`config.mk`:
```
export PLATFORM = sky130hd
export DESIGN_NAME = pipelined_cla_addsub
export DESIGN_NICKNAME = d
export VERILOG_FILES = /design/src/rtl/cla_pkg.sv /design/src/rtl/cla_group.sv /design/src/rtl/pipelined_cla_addsub.sv
export SDC_FILE = /design/constraint.sdc
export NUM_CORES = 1
export LEC_CHECK = 0
export ABC_AREA = 1
export BUFFER_PORTS_ARGS = -buffer_cell sky130_fd_sc_hd__buf_4
export CAP_MARGIN = 0
export CORE_MARGIN = 3
export CORE_UTILIZATION = 50
export CTS_CLUSTER_DIAMETER = 80
export DETAILED_ROUTE_END_ITERATION = 10
export MAX_ROUTING_LAYER = met4
export PLACE_DENSITY = 0.81
export SLEW_MARGIN = 20
export SYNTH_ARGS = -nofsm -noshare
export SYNTH_HDL_FRONTEND = slang
export SYNTH_HIERARCHICAL = 1
export SYNTH_SLANG_ARGS = --single-unit
export TNS_END_PERCENT = 100
```
`constraint.sdc`:
```
create_clock -name clk -period 6 [get_ports clk]
set_clock_uncertainty 0.05 [all_clocks]
set_input_delay 0.6 -clock clk [delete_from_list [all_inputs] [get_ports clk]]
set_output_delay 0.6 -clock clk [all_outputs]
set_load 0.05 [all_outputs]
```
`src/rtl/cla_pkg.sv`:
```
// Shared helpers for the pipelined carry-lookahead adder/subtractor:
// parameter legality and group-count derivation.
package cla_pkg;

  function automatic bit cla_width_ok(input int width, input int group);
    return (group > 0) && (width >= group) && ((width % group) == 0);
  endfunction

  function automatic int cla_num_groups(input int width, input int group);
    return width / group;
  endfunction

endpackage

```
`src/rtl/cla_group.sv`:
```
// One GROUP-bit lookahead block: flat sum-of-products in-group carries
// plus the group propagate/generate used by the next lookahead level.
module cla_group #(
  parameter int GROUP = 4
) (
  input  logic [GROUP-1:0] p_i,
  input  logic [GROUP-1:0] g_i,
  input  logic             c_i,
  output logic             pg_o,
  output logic             gg_o,
  output logic [GROUP-1:0] carry_o
);

  // carry_o[i] is the carry into bit i, each term expanded rather than rippled
  always_comb begin
    logic term;
    term    = 1'b0;
    pg_o    = &p_i;
    gg_o    = 1'b0;
    carry_o = '0;
    for (int j = 0; j < GROUP; j++) begin
      term = g_i[j];
      for (int k = j + 1; k < GROUP; k++) term = term & p_i[k];
      gg_o = gg_o | term;
    end
    for (int i = 0; i < GROUP; i++) begin
      term = c_i;
      for (int k = 0; k < i; k++) term = term & p_i[k];
      carry_o[i] = term;
      for (int j = 0; j < i; j++) begin
        term = g_i[j];
        for (int k = j + 1; k < i; k++) term = term & p_i[k];
        carry_o[i] = carry_o[i] | term;
      end
    end
  end

endmodule

```
`src/rtl/pipelined_cla_addsub.sv`:
```
// Two-stage pipelined WIDTH-bit CLA adder/subtractor with valid/ready on
// both sides; S1 holds per-bit and per-group P/G, S2 holds the result.
module pipelined_cla_addsub
  import cla_pkg::*;
#(
  parameter int WIDTH = 16,
  parameter int GROUP = 4
) (
  input  logic             clk,
  input  logic             rst,
  input  logic             in_valid,
  output logic             in_ready,
  input  logic [WIDTH-1:0] a,
  input  logic [WIDTH-1:0] b,
  input  logic             cin,
  input  logic             sub,
  output logic             out_valid,
  input  logic             out_ready,
  output logic [WIDTH-1:0] sum,
  output logic             cout,
  output logic             ovf,
  output logic             zero
);

  localparam int NG = cla_num_groups(WIDTH, GROUP);

  typedef logic [NG:0] group_carry_t;

  if (!cla_width_ok(WIDTH, GROUP)) begin : gWidthCheck
    $error("pipelined_cla_addsub: WIDTH must be a non-zero multiple of GROUP");
  end

  logic             s1Valid_q;
  logic [WIDTH-1:0] s1Prop_q, s1Gen_q;
  logic [NG-1:0]    s1GrpProp_q, s1GrpGen_q;
  logic             s1Cin_q;

  logic [WIDTH-1:0] s1Prop_d, s1Gen_d, bEff;
  logic [NG-1:0]    s1GrpProp_d, s1GrpGen_d;
  logic             s1Cin_d;

  logic             s2Valid_q, s2Cout_q, s2Ovf_q, s2Zero_q;
  logic [WIDTH-1:0] s2Sum_q;
  logic             s2Cout_d, s2Ovf_d, s2Zero_d;
  logic [WIDTH-1:0] s2Sum_d;

  group_carry_t     groupCarry;
  logic [WIDTH-1:0] bitCarry;
  logic [WIDTH-1:0] unusedS1Carry;
  logic [NG-1:0]    unusedS2GrpProp, unusedS2GrpGen;

  logic s1Advance, s2Advance;

  assign s2Advance = !s2Valid_q || out_ready;
  assign s1Advance = !s1Valid_q || s2Advance;
  assign in_ready  = s1Advance;

  assign bEff     = b ^ {WIDTH{sub}};
  assign s1Prop_d = a ^ bEff;
  assign s1Gen_d  = a & bEff;
  assign s1Cin_d  = cin ^ sub;

  for (genvar g = 0; g < NG; g++) begin : gLevel1
    cla_group #(.GROUP(GROUP)) uGroupS1 (
      .p_i     (s1Prop_d[g*GROUP +: GROUP]),
      .g_i     (s1Gen_d[g*GROUP +: GROUP]),
      .c_i     (1'b0),
      .pg_o    (s1GrpProp_d[g]),
      .gg_o    (s1GrpGen_d[g]),
      .carry_o (unusedS1Carry[g*GROUP +: GROUP])
    );
  end

  always_ff @(posedge clk) begin
    if (rst) begin
      s1Valid_q <= 1'b0;
    end else if (s1Advance) begin
      s1Valid_q <= in_valid;
    end
  end

  always_ff @(posedge clk) begin
    if (!rst && s1Advance && in_valid) begin
      s1Prop_q    <= s1Prop_d;
      s1Gen_q     <= s1Gen_d;
      s1GrpProp_q <= s1GrpProp_d;
      s1GrpGen_q  <= s1GrpGen_d;
      s1Cin_q     <= s1Cin_d;
    end
  end

  // Second-level lookahead: every group carry is a flat product sum of c0
  always_comb begin
    logic term;
    term          = 1'b0;
    groupCarry    = '0;
    groupCarry[0] = s1Cin_q;
    for (int k = 0; k < NG; k++) begin
      term = s1Cin_q;
      for (int j = 0; j <= k; j++) term = term & s1GrpProp_q[j];
      groupCarry[k+1] = term;
      for (int j = 0; j <= k; j++) begin
        term = s1GrpGen_q[j];
        for (int m = j + 1; m <= k; m++) term = term & s1GrpProp_q[m];
        groupCarry[k+1] = groupCarry[k+1] | term;
      end
    end
  end

  for (genvar g = 0; g < NG; g++) begin : gLevel2
    cla_group #(.GROUP(GROUP)) uGroupS2 (
      .p_i     (s1Prop_q[g*GROUP +: GROUP]),
      .g_i     (s1Gen_q[g*GROUP +: GROUP]),
      .c_i     (groupCarry[g]),
      .pg_o    (unusedS2GrpProp[g]),
      .gg_o    (unusedS2GrpGen[g]),
      .carry_o (bitCarry[g*GROUP +: GROUP])
    );
  end

  assign s2Sum_d  = s1Prop_q ^ bitCarry;
  assign s2Cout_d = groupCarry[NG];
  assign s2Ovf_d  = bitCarry[WIDTH-1] ^ groupCarry[NG];
  assign s2Zero_d = (s2Sum_d == '0);

  always_ff @(posedge clk) begin
    if (rst) begin
      s2Valid_q <= 1'b0;
      s2Sum_q   <= '0;
      s2Cout_q  <= 1'b0;
      s2Ovf_q   <= 1'b0;
      s2Zero_q  <= 1'b0;
    end else if (s2Advance) begin
      s2Valid_q <= s1Valid_q;
      if (s1Valid_q) begin
        s2Sum_q  <= s2Sum_d;
        s2Cout_q <= s2Cout_d;
        s2Ovf_q  <= s2Ovf_d;
        s2Zero_q <= s2Zero_d;
      end
    end
  end

  assign out_valid = s2Valid_q;
  assign sum       = s2Sum_q;
  assign cout      = s2Cout_q;
  assign ovf       = s2Ovf_q;
  assign zero      = s2Zero_q;

endmodule
```
==> results of run 1 <==
## sequential cells by signal, summed over array words and instances (netlist names)
signal / count
ovf: 1
zero: 1
s1Valid_q: 1
s1Cin_q: 1
sum: 16
s1GrpGen_q: 4
out_valid: 1
s1Prop_q: 16
cout: 1
s1Gen_q: 12
s1GrpProp_q: 4
## how the worst max path moves through the flow
| stage | cells past startpoint | slack (ns) | start | endpoint |
|---|---|---|---|---|
| after floorplan | 4 | 3.63 | out_ready | s1Cin_q |
| after global placement | 5 | 4.01 | rst | s1Prop_q[6] |
| after detailed placement | 5 | 3.98 | rst | s1GrpProp_q[1] |
| after CTS | 11 | 4.03 | s1Cin_q | zero |
| after global routing | 8 | 3.84 | s1Cin_q | zero |
| final | 11 | 4.02 | s1Cin_q | zero |
## metal layers
layer / part of all wire (%) / vias to the layer above
met3: 5.2 / 9
met1: 44 / 945
li1: - / 1043
met2: 48 / 52
met4: 1.9 / 0
met5: 0 / -
## layout make-up
class | count | area, um^2
Timing Repair Buffer | 59 | 443
Fill cell | 395 | 1750
Tap cell | 70 | 87.6
Multi-Input combinational cell | 182 | 1160
Clock buffer | 10 | 128
Clock inverter | 6 | 129
Sequential cell | 58 | 1530
Inverter | 19 | 71.3
## worst min-delay path: stages (launching register included)
cell and delay (ns):
dfxtp_1 0.31, nand2_1 0.06, a21oi_1 0.05
## power by group through the flow
stage | Sequential [uW] | Combinational [uW] | Clock, uW
2_1_floorplan | 510 | 96.3 | 0
3_3_place_gp | 481 | 176 | 0
3_5_place_dp | 482 | 181 | 0
4_1_cts | 474 | 182 | 466
5_1_grt | 476 | 200 | 485
6_report | 473 | 181 | 462
## metrics by stage
step	utilization, %	total power [uW]	setup slack (ns)	area [um^2]
detailed placement	62.1	663	3.98	3290
finish	66.9	1120	4.02	3550
global placement	62.1	657	4.01	3290
CTS	66.9	1120	4.03	3550
floorplan	-	606	3.63	2850
global route	66.9	1160	3.84	3550
==> reports/results.md, run 1 <==
| Item | This run | Unit |
|---|---|---|
| Outcome | completed | - |
| Remaining DRCs | 0 | - |
| Share of the cycle needed by the critical path after routing | 33.0 | % |
| Top-Level Pins | 59 | - |
| Diode insertion count for antenna repair | 0 | - |
| Placement row count | 26 | - |
| Post-Syn Nets | 324 | - |
| Leakage power total | 0.00154 | uW |
| Startpoint Class | flip-flop | - |
| Reg2Reg Setup Slack | 4.02 | ns |
| Type of destination of the critical path | flip-flop | - |
| DP Wirelength | 4.11 | mm |
| Routed WL | 5.40 | mm |
| Global-route track usage on met3 | 4.50 | % |
| Insertion delay of the later-clocked pin in the worst-skew pair | 0.32 | ns |
| Family of cells with the greatest summed delay on the critical path | compound AO/OA/AOI/OAI gates | - |
| Global-route met1 utilization | 22.1 | % |
| Clock root buffer | clkbuf_8 | - |
| Worst Hold End | sum[0] | - |
| Worst min-delay path category | reg -> reg | - |
| Capture instance of the worst register-to-register path | zero | - |
| Data required time at the worst endpoint | 6.21 | ns |
| Fin crit period | 1.98 | ns |
| Total instance count after detailed placement | 388 | - |
| Fin cells | 404 | - |
| CTS clock-pin slew for the worst setup and hold paths | 0.06 | ns |
| Number of buffers added to fix hold violations after cts | 0 | - |
| Number of cells on the worst hold path | 2 | - |
| Pwr dens | 315 | nW/um^2 |
| Worst Tran Pin Value | 0.453 | ns |
| Routability Congestion | 0.833 | - |
| Number of gates resized after CTS | 0 | - |
| Worst slew margin relative to its limit | 69.8 | % |
| Average cell area after synthesis | 10.5 | um^2 |
| Full die area | 6640 | um^2 |
| Core footprint | 5300 | um^2 |
| Setup repair after global routing missed its margin | no | - |
| Final total negative setup slack | 0 | ns |
| CP peak stage delay | 0.46 | ns |
| Worst hold slack | 0.417 | ns |
| Layer with the highest usage | met2 | - |
| Cell breakdown of the critical path | a21o_1 -> a21o_1 -> a21o_1 -> nand2_1 -> nand2_1 -> xor2_1 -> nor2_1 -> nand3_1 -> nor2_1 -> nand2_1 -> a21oi_1 | - |
| Total setup buffers inserted after CTS | 0 | - |
| Switching Share | 24.4 | % |
| Highest-count cells in the layout ignoring fill and taps | buf_4 (59), nand2_1 (42), edfxtp_1 (37), xor2_1 (24), dfxtp_1 (21) | - |
| Input/output buffers | 58 | - |
| Clock sink count | 58 | - |
| Count of final max-slew check failures | 0 | - |
| Area added between synthesis and finish | 24.6 | % |
| Total clock buffers created by CTS | 9 | - |
| GRT met2 Usage | 28.7 | % |
| Hold path startpoint | sum[0] | - |
| Final net count | 383 | - |
| Part of the total power dissipated in sequential elements | 42.4 | % |
| Net load switching power | 272 | uW |
| Cell internal power dissipation | 844 | uW |
| Largest net degree at the start of global routing | 38 | - |
| Via count of the first global-routing pass | 1956 | - |
| Synthesis warning total | 6 | - |
| Final hold violations | 0 | - |
| Number of routed nets with antenna violations | 0 | - |
| GRT Total Usage | 18.3 | % |
| RR Startpoint | s1Cin_q | - |
| Grt ovf | 0 | - |
| Summed instance area of the synthesized netlist | 2850 | um^2 |
| Clock power share | 41.4 | % |
| Via count | 2049 | - |
| Antenna violations before repair | 0 | - |
| Clock Path Buffers | 2 | - |
| Maximum clock frequency | 505 | MHz |
| Htree depth | 3 | - |
| DR iter-0 viols | 110 | - |
| Height of the die | 81.5 | um |
| Max-capacitance violation count | 0 | - |
| Clock tree from TritonCTS | done | - |
| Finish-stage setup viols | 0 | - |
| VDD IR-drop max | 0.199 | mV |
| Most common cell after layout, fill and taps aside | buf_4 | - |
| Kind of critical path | reg -> reg | - |
| Number of detailed-route iterations in the first pass | 4 | - |
| First-pass GRT wire length | 8.89 | mm |
| Layout cell share with drive strength beyond 1 | 26.0 | % |
| CP max-delay cell | edfxtp_1 | - |
| Highest fanout seen on the critical path | 5 | - |
| Cells after synthesis | 270 | - |
| Routed WL per cell | 13.4 | um |
| Vias per inst | 5.07 | - |
| Comb power frac | 16.2 | % |
| Die width | 81.5 | um |
| R2R cell count | 11 | - |
| Data arrival time of the critical path | 2.19 | ns |
| Initial Utilization | 53.7 | % |
| Buf/Inv on CP | 0 | - |
(Power assumes the default switching activity.)
==> inputs of run 2 (changes only) <==
--- a/config.mk
+++ b/config.mk
@@ -13,7 +13,7 @@
 export CTS_CLUSTER_DIAMETER = 80
 export DETAILED_ROUTE_END_ITERATION = 10
 export MAX_ROUTING_LAYER = met4
-export PLACE_DENSITY = 0.81
+export PLACE_DENSITY = 0.84
 export SLEW_MARGIN = 20
 export SYNTH_ARGS = -nofsm -noshare
 export SYNTH_HDL_FRONTEND = slang
==> constraint.sdc (replaced) <==
create_clock -name clk -period 1.8 [get_ports clk]
set_clock_uncertainty 0.05 [all_clocks]
set_input_delay 0.18 -clock clk [delete_from_list [all_inputs] [get_ports clk]]
set_output_delay 0.18 -clock clk [all_outputs]
set_load 0.05 [all_outputs]
==> run 2 against run 1 <==
  * The flow now finishes with violations (setup timing)
  * Sequential cell count is the same
  * Wire length grew 1.9%
  * Sequential power grew to 3.3 times the previous value
  * Critical path depth is the same
  * Largest cell class unchanged
  * Total power grew to 2.8 times the previous value
  * Clock power grew 110%
  * Clock-buffer cell count grew 2
  * Register-to-register slack lost 4.1 ns
  * Design area shrank 0.71%
  * Final cell count grew 1.5%
  * Sequential share of layout area grew 0.41 points
==> reports/results.md, run 2 (synthesized netlist as in run 1, its figures left out) <==
| Item | This run | Unit |
|---|---|---|
| Outcome | complete, but fails checks | - |
| Violated checks | setup timing | - |
| Worst hold slack | 0.0161 | ns |
| First-pass GRT wire length | 8.98 | mm |
| Insertion delay of the later-clocked pin in the worst-skew pair | 0.32 | ns |
| RR Startpoint | s1Cin_q | - |
| Placement row count | 26 | - |
| Antenna violations before repair | 0 | - |
| DR iter-0 viols | 83 | - |
| Share of the cycle needed by the critical path after routing | 103 | % |
| Via count | 2057 | - |
| Pwr dens | 896 | nW/um^2 |
| Startpoint Class | flip-flop | - |
| Total clock buffers created by CTS | 9 | - |
| Number of detailed-route iterations in the first pass | 4 | - |
| Die width | 81.5 | um |
| Final net count | 389 | - |
| Clock sink count | 58 | - |
| GRT Total Usage | 18.5 | % |
| Data arrival time of the critical path | 2.06 | ns |
| Diode insertion count for antenna repair | 0 | - |
| Final design area excluding fillers | 3520 | um^2 |
| Number of routed nets with antenna violations | 0 | - |
| Number of buffers added to fix hold violations after cts | 0 | - |
| Data required time at the worst endpoint | 2.01 | ns |
| Top-Level Pins | 59 | - |
| Remaining DRCs | 0 | - |
| Clock Path Buffers | 2 | - |
| Routed WL per cell | 13.4 | um |
| Clock root buffer | clkbuf_8 | - |
| CP peak stage delay | 0.42 | ns |
| Largest net degree at the start of global routing | 38 | - |
| Fin crit period | 1.85 | ns |
| Reg2Reg Setup Slack | -0.05 | ns |
| CTS clock-pin slew for the worst setup and hold paths | 0.06 | ns |
| Grt ovf | 0 | - |
| Final worst slack | -0.0480 | ns |
| Leakage power total | 0.00152 | uW |
| Cell breakdown of the critical path | a21o_1 -> a21o_1 -> a21o_1 -> nand2_1 -> nand2_1 -> xor2_1 -> nor2_1 -> nand3_1 -> nor2_1 -> nand2_1 -> a21oi_1 | - |
| Clock tree from TritonCTS | done | - |
| Routed WL | 5.50 | mm |
| VDD IR-drop max | 0.441 | mV |
| Hold path startpoint | in_valid | - |
| Full die area | 6640 | um^2 |
| Core footprint | 5300 | um^2 |
| Vias per inst | 5.02 | - |
| Layout cell share with drive strength beyond 1 | 27.6 | % |
| Setup repair after global routing missed its margin | yes | - |
| DP Wirelength | 4.19 | mm |
| Count of final max-slew check failures | 0 | - |
| Routability Congestion | 0.755 | - |
| Finish-stage setup viols | 1 | - |
| Worst Hold End | s1Valid_q | - |
| Number of gates resized after CTS | 0 | - |
| Via count of the first global-routing pass | 1999 | - |
| Type of destination of the critical path | flip-flop | - |
| Htree depth | 3 | - |
| Final hold violations | 0 | - |
| Initial Utilization | 53.7 | % |
| R2R cell count | 11 | - |
| Area added between synthesis and finish | 23.7 | % |
| Max-capacitance violation count | 0 | - |
| Highest fanout seen on the critical path | 3 | - |
| Highest-count cells in the layout ignoring fill and taps | buf_4 (64), nand2_1 (42), edfxtp_1 (37), xor2_1 (24), dfxtp_1 (20) | - |
| Most common cell after layout, fill and taps aside | buf_4 | - |
| Height of the die | 81.5 | um |
| Maximum clock frequency | 541 | MHz |
| Worst slew margin relative to its limit | 72.9 | % |
| Capture instance of the worst register-to-register path | zero | - |
| Worst Tran Pin Value | 0.407 | ns |
| Input/output buffers | 58 | - |
| DP Area | 3350 | um^2 |
| Post-Route Utilization | 66.4 | % |
| CP max-delay cell | edfxtp_1 | - |
| Kind of critical path | reg -> reg | - |
| Number of cells on the worst hold path | 3 | - |
| Worst min-delay path category | in -> reg | - |
run 2: cell count changes in the layout (fill, tap and decap cells not counted), sizes merged:
cell and change:
inv -1, clkbuf +2, buf +6, clkinv +2, clkinvlp +1, bufinv -4
run 2: layout make-up:
cell class	count	area (um^2)
Multi-Input combinational cell	182	1170
Sequential cell	58	1540
Clock buffer	12	135
Clock inverter	4	18.8
Timing Repair Buffer	65	500
Fill cell	419	1780
Inverter	19	75.1
Tap cell	70	87.6
run 2: metal layers:
metal	vias up	GRT usage, %	wire [um]
li1	1056	-	-
met1	945	22.3	2420
met2	49	29.7	2760
met3	7	3.18	243
met4	0	9.46	69
met5	-	-	0
run 2: critical path: cells and delay by family, from the launching register on:
| family | cells | cell delay, ns |
|---|---|---|
| xor gates and xnor gates | 1 | 0.17 |
| and+or+nand+nor | 6 | 0.46 |
| DFF | 1 | 0.42 |
| AOI/OAI and AO/OA | 4 | 0.69 |
run 2: stage by stage:
stage	worst slack [ns]	instances	total power, uW	TNS, ns
after floorplan	0.0171	270	2020	0
after global placement	0.0357	392	2200	0
after detailed placement	-0.0537	392	2220	-0.0537
after CTS	-0.0507	410	3180	-0.0507
after global routing	-0.174	410	3300	-0.174
final	-0.0480	410	3160	-0.0480
run 2: power breakdown:
group	switching, uW	total, uW	internal, uW
sequential	55.8	1580	1520
combinational	368	618	250
clock	471	959	488
total	895	3160	2260
run 2: what timing repair did:
item                                    4_1_cts  5_1_grt
buffers inserted                              2        0
endpoints found under the setup margin        1        1
pin swaps                                     3        2
run 2: worst max path at each step:
stage,start,endpoint,slack [ns],cells past startpoint
2_1_floorplan,out_valid,s1Cin_q,0.02,3
3_3_place_gp,s1Cin_q,zero,0.04,11
3_5_place_dp,s1Cin_q,zero,-0.05,11
4_1_cts,s1Cin_q,zero,-0.05,11
5_1_grt,s1Cin_q,zero,-0.17,11
6_report,s1Cin_q,zero,-0.05,11
